File: config.mk
export PLATFORM = sky130hd
export DESIGN_NAME = rvco_freq_meter
export DESIGN_NICKNAME = d
export VERILOG_FILES = /design/src/rtl/rvco_freq_meter.sv
export SDC_FILE = /design/constraint.sdc
export NUM_CORES = 1
export LEC_CHECK = 0
export BUFFER_PORTS_ARGS = -buffer_cell sky130_fd_sc_hd__buf_4
export CORE_MARGIN = 4
export CORE_UTILIZATION = 55
export CTS_CLUSTER_SIZE = 20
export DETAILED_ROUTE_END_ITERATION = 8
export PLACE_DENSITY_LB_ADDON = 0.2
export REMOVE_ABC_BUFFERS = 1
export SLEW_MARGIN = 20
export SYNTH_ARGS = -nofsm -noshare
export SYNTH_HDL_FRONTEND = slang
export SYNTH_SLANG_ARGS = --single-unit
File: constraint.sdc
create_clock -name i_clk -period 5 [get_ports i_clk]
set_input_delay 0.25 -clock i_clk [delete_from_list [all_inputs] [get_ports i_clk]]
set_output_delay 0.25 -clock i_clk [all_outputs]
set_load 0.02 [all_outputs]
File: src/rtl/rvco_freq_meter.sv
// Ring-oscillator frequency meter: settles the selected oscillator, then counts its rising edges over a gate window.
// Build option RVCO_FM_SATURATE_EN: defined -> edge counter saturates on overflow; undefined -> it wraps.
module rvco_freq_meter #(
  parameter int NUM_CH     = 2,
  parameter int CNT_W      = 16,
  parameter int SETTLE_CYC = 16,
  parameter int GATE_SHIFT = 4
) (
  input  logic                       i_clk,
  input  logic                       i_rst_n,
  input  logic                       i_ena,
  input  logic [NUM_CH-1:0]          i_osc_in,
  input  logic [((NUM_CH > 1) ? $clog2(NUM_CH) : 1)-1:0] i_ch_sel,
  input  logic [7:0]                 i_gate_len,
  input  logic                       i_start,
  output logic [NUM_CH-1:0]          o_osc_rst,
  output logic                       o_busy,
  output logic                       o_done,
  output logic [CNT_W-1:0]           o_count,
  output logic                       o_overflow,
  output logic                       o_err
);
  localparam int SEL_W    = (NUM_CH > 1) ? $clog2(NUM_CH) : 1;
  localparam int GATE_MAX = 256 << GATE_SHIFT;
  localparam int TMR_W    = $clog2(((SETTLE_CYC > GATE_MAX) ? SETTLE_CYC : GATE_MAX) + 1);

  typedef enum logic [1:0] {S_IDLE, S_SETTLE, S_GATE, S_DONE} state_t;

  state_t                r_state;
  logic [NUM_CH-1:0]     r_sync1, r_sync2, r_sync3;
  logic [SEL_W-1:0]      r_sel;
  logic [7:0]            r_gate_len;
  logic [TMR_W-1:0]      r_tmr;
  logic [CNT_W-1:0]      r_cnt;
  logic                  r_cnt_ovf;

  logic [(1<<SEL_W)-1:0] w_edges;
  logic                  w_edge;
  logic [CNT_W-1:0]      w_cnt_next;
  logic                  w_ovf_next;
  logic [TMR_W-1:0]      w_gate_ld;

  // Free-running synchronisers: they keep running outside a measurement so the edge history is clean at gate open.
  always_ff @(posedge i_clk or negedge i_rst_n) begin
    if (!i_rst_n) begin
      r_sync1 <= '0;
      r_sync2 <= '0;
      r_sync3 <= '0;
    end else begin
      r_sync1 <= i_osc_in;
      r_sync2 <= r_sync1;
      r_sync3 <= r_sync2;
    end
  end

  always_comb begin
    w_edges               = '0;
    w_edges[NUM_CH-1:0]   = r_sync2 & ~r_sync3;
  end

  assign w_edge    = (r_state == S_GATE) && w_edges[r_sel];
  assign w_gate_ld = TMR_W'(((int'(r_gate_len) + 1) << GATE_SHIFT) - 1);

  always_comb begin
    w_cnt_next = r_cnt;
    w_ovf_next = r_cnt_ovf;
    if (w_edge) begin
      if (r_cnt == '1) begin
        w_ovf_next = 1'b1;
`ifdef RVCO_FM_SATURATE_EN
        w_cnt_next = r_cnt;
`else
        w_cnt_next = '0;
`endif
      end else begin
        w_cnt_next = r_cnt + 1'b1;
      end
    end
  end

  always_ff @(posedge i_clk or negedge i_rst_n) begin
    if (!i_rst_n) begin
      r_state    <= S_IDLE;
      r_sel      <= '0;
      r_gate_len <= '0;
      r_tmr      <= '0;
      r_cnt      <= '0;
      r_cnt_ovf  <= 1'b0;
      o_osc_rst  <= '1;
      o_busy     <= 1'b0;
      o_done     <= 1'b0;
      o_count    <= '0;
      o_overflow <= 1'b0;
      o_err      <= 1'b0;
    end else begin
      o_done <= 1'b0;
      case (r_state)
        S_IDLE: begin
          if (i_start && i_ena) begin
            r_sel      <= i_ch_sel;
            r_gate_len <= i_gate_len;
            r_cnt      <= '0;
            r_cnt_ovf  <= 1'b0;
            if (int'(i_ch_sel) >= NUM_CH) begin
              // Invalid channel: report immediately, oscillators stay parked in reset.
              r_state    <= S_DONE;
              o_done     <= 1'b1;
              o_count    <= '0;
              o_overflow <= 1'b0;
              o_err      <= 1'b1;
            end else begin
              r_state   <= S_SETTLE;
              r_tmr     <= TMR_W'(SETTLE_CYC - 1);
              o_busy    <= 1'b1;
              o_osc_rst <= ~(NUM_CH'(1) << i_ch_sel);
            end
          end
        end
        S_SETTLE: begin
          if (!i_ena) begin
            r_state   <= S_IDLE;
            o_busy    <= 1'b0;
            o_osc_rst <= '1;
          end else if (r_tmr == '0) begin
            r_state <= S_GATE;
            r_tmr   <= w_gate_ld;
          end else begin
            r_tmr <= r_tmr - 1'b1;
          end
        end
        S_GATE: begin
          if (!i_ena) begin
            r_state   <= S_IDLE;
            o_busy    <= 1'b0;
            o_osc_rst <= '1;
          end else begin
            r_cnt     <= w_cnt_next;
            r_cnt_ovf <= w_ovf_next;
            if (r_tmr == '0) begin
              // Last gate cycle: its own edge is folded into the published result.
              r_state    <= S_DONE;
              o_done     <= 1'b1;
              o_count    <= w_cnt_next;
              o_overflow <= w_ovf_next;
              o_err      <= 1'b0;
              o_busy     <= 1'b0;
              o_osc_rst  <= '1;
            end else begin
              r_tmr <= r_tmr - 1'b1;
            end
          end
        end
        default: r_state <= S_IDLE;
      endcase
    end
  end
endmodule

==> flow_summary.ini <==
[synth]
synth.area.top_cells = dfrtp_1, o21ai_0, nand2_1
synthCells = 421
synth_area_sq_um = 3820
ys_seq_area_share_pct = 44.6
synth_top_area_share_pct = 43.2
yosysTopAreaCell = dfrtp_1
yosys_warnings = 0
async_flop_share_pct = 100
syn_avg_cell_area_sq_um = 9.08
synth_ff_type = dfrtp_1
synth-edff-count = 0
yosysUniqueCellTypes = 54
synth-seq-cells = 68

[timing]
fmax_mhz = 333
layout_min_cycle_time_ns = 3.01
finalSetupViolations = 0
finalHoldViolations = 0
slew_headroom_pct = 41.5
tns_ns = 0
holdWs_ns = 0.0145
rsz0062_at_grt = false
finClkSkew_ns = 0.00883
tightest_slew_ns = 0.875
slew_viol_final = 0
period_share_pct = 60.1

[setup_path]
startpoint_type = register
cp-end-kind = register
cp_top_family = simple AND/OR/NAND/NOR gates
r2r-end = o_count[5]$_DFFE_PN0P_
path_max_fanout = 24
criticalPathCategory = register to register
r2r_slack_ns = 1.99
crit_buf_inv = 1
r2r_cells = 6
crit_start = r_tmr[2]$_DFFE_PN0P_
max_stage_delay_ns = 0.64
slowest_stage = nand3_1
path_cells = nor4_1, and4b_4, nand3_1, inv_1, o31ai_1, o21ai_0
crit_required_ns = 5.26
r2r-start = r_tmr[2]$_DFFE_PN0P_
cp_data_arrival_time_ns = 3.27

[cells_and_area]
drive_gt1_share_pct = 16.2
diodes = 0
stdcell_area_sq_um = 4310
final_cell_mix = dfrtp_1, nand2_1, o21ai_0
syn_to_final_growth_pct = 12.7
layout.nets = 471
final_cells = 532
final_common_cell = dfrtp_1

[floorplanning]
dieArea_sq_um = 8350
io_pins = 37
core-area_sq_um = 6760
die_y_microns = 91.4
row_count = 30
start_util_pct = 56.6
dieWidth_microns = 91.4

[clock_network]
clkSinkCount = 68
numCtsBuffers = 9
root_buffer = clkbuf_8
postCtsHoldBufs = 0
cts_buffer_depth = 2
cts_setup_buffers = 0
worst_skew_pair.late_latency_ns = 0.34
cts_htree_levels = 3
cts_tree = yes
clk_pin_slew_worst_paths_ns = 0.08
cts_resized = 0

[placed_design]
dp_hpwl_microns = 5670
dp_cells = 515
io_buffers = 35
finalWeightedCongestion = 0.840
placed_cell_area_sq_um = 4100

[pwr]
power_leakage_nw = 1.87
cellPowerDensity_nw_per_um2 = 415
peakVddDrop_mv = 0.328
total_power_mw = 1.79

[route]
vias = 3210
wl_per_cell_microns = 15.3
ant_nets = 0
drt_iter0_drc = 212
drc_errors = 0
finalWirelength_microns = 8160
vias_per_cell = 6.03
firstDrtPassIters = 5

[global_routing]
grt_first_pass_wirelength_microns = 14100
grt.overflow.total = 0
grt_pass1_vias = 3007
grt_antenna_before_repair = 0
grt_max_degree = 69
grt_use_total_pct = 20.8

[min_path]
min_path_type = input port to async pin

[status]
status = completed

[run]
cap_violations = 0
-- cell usage after synthesis (2+ instances only) --
| cell type | n |
|---|---|
| nand3b_1 | 4 |
| or2_2 | 2 |
| or3_1 | 6 |
| a21oi_1 | 20 |
| ha_1 | 9 |
| nor2_1 | 24 |
| clkbuf_1 | 19 |
| xnor2_1 | 15 |
| nor3b_1 | 4 |
| and4_1 | 3 |
| mux2_2 | 11 |
| xor2_1 | 10 |
| nor2b_1 | 3 |
| nand4_1 | 4 |
| o31ai_1 | 4 |
| mux2i_1 | 6 |
| o211ai_1 | 6 |
| nor3_1 | 18 |
| nand2_1 | 56 |
| a31oi_1 | 12 |
| dfrtp_1 | 66 |
| and2_1 | 4 |
| nand2b_1 | 6 |
| nand3_1 | 12 |
| nor4_1 | 3 |
| o21ai_0 | 49 |
| inv_1 | 10 |
| or4_1 | 2 |
| and3_1 | 6 |
| dfstp_2 | 2 |
| or3b_2 | 2 |
-- stage by stage --
| stage | setup WS, ns | utilization, % |
|---|---|---|
| global placement | 2.12 | 60.6 |
| global route | 1.67 | 63.7 |
| detailed placement | 2.00 | 60.6 |
| CTS | 2.00 | 63.6 |
| finish | 1.99 | 63.7 |
| floorplan | 2.57 | - |
-- state kept, by name, indices dropped and copies added (netlist names) --
signal      count
r_sync3         2
r_sel           1
o_osc_rst       2
o_done          1
r_cnt          16
o_overflow      1
r_sync2         2
r_state         2
r_sync1         2
o_count        16
r_gate_len      8
r_tmr          13
o_busy          1
r_cnt_ovf       1
-- power by group --
group	internal [mW]	switching, mW	leakage, nW	total (mW)
combinational	0.258	0.333	0.875	0.591
clock	0.243	0.212	0.102	0.455
sequential	0.629	0.113	0.892	0.742
-- how the worst max path moves through the flow --
stage                                   end  cells after the start  slack [ns]
CTS                  o_count[5]$_DFFE_PN0P_                      6        2.00
detailed placement  o_count[15]$_DFFE_PN0P_                      6        2.00
global placement     o_count[9]$_DFFE_PN0P_                      6        2.12
finish               o_count[5]$_DFFE_PN0P_                      6        1.99
floorplan             r_tmr[12]$_DFFE_PN0P_                      8        2.57
global route        o_count[15]$_DFFE_PN0P_                      6        1.67
-- cell type report --
class	instances	area, sq um
Fill cell	584	2450
Multi-Input combinational cell	321	1990
Timing Repair Buffer	37	280
Sequential cell	68	1700
Tap cell	80	100
Clock buffer	10	138
Clock inverter	6	61.3
Inverter	10	37.5
-- logic make-up after synthesis --
group | count (synthesis) | share of synthesized area, %
XOR/XNOR | 25 | 5.73
buffers and inverters | 32 | 3.47
AND/OR/NAND/NOR | 162 | 21.3
multiplexers | 17 | 4.81
flip-flops | 68 | 44.6
AO/OA/AOI/OAI | 107 | 17.0
adder cells (fa/ha/maj) | 9 | 2.95
other | 1 | 0.0981
-- layer usage --
layer | global-route usage (%) | routed length, microns
met5 | 0 | 0
met3 | 4.39 | 367
met2 | 31.2 | 3670
met1 | 29.7 | 4000
met4 | 7.91 | 124
Power figures use the tool's default switching activity.
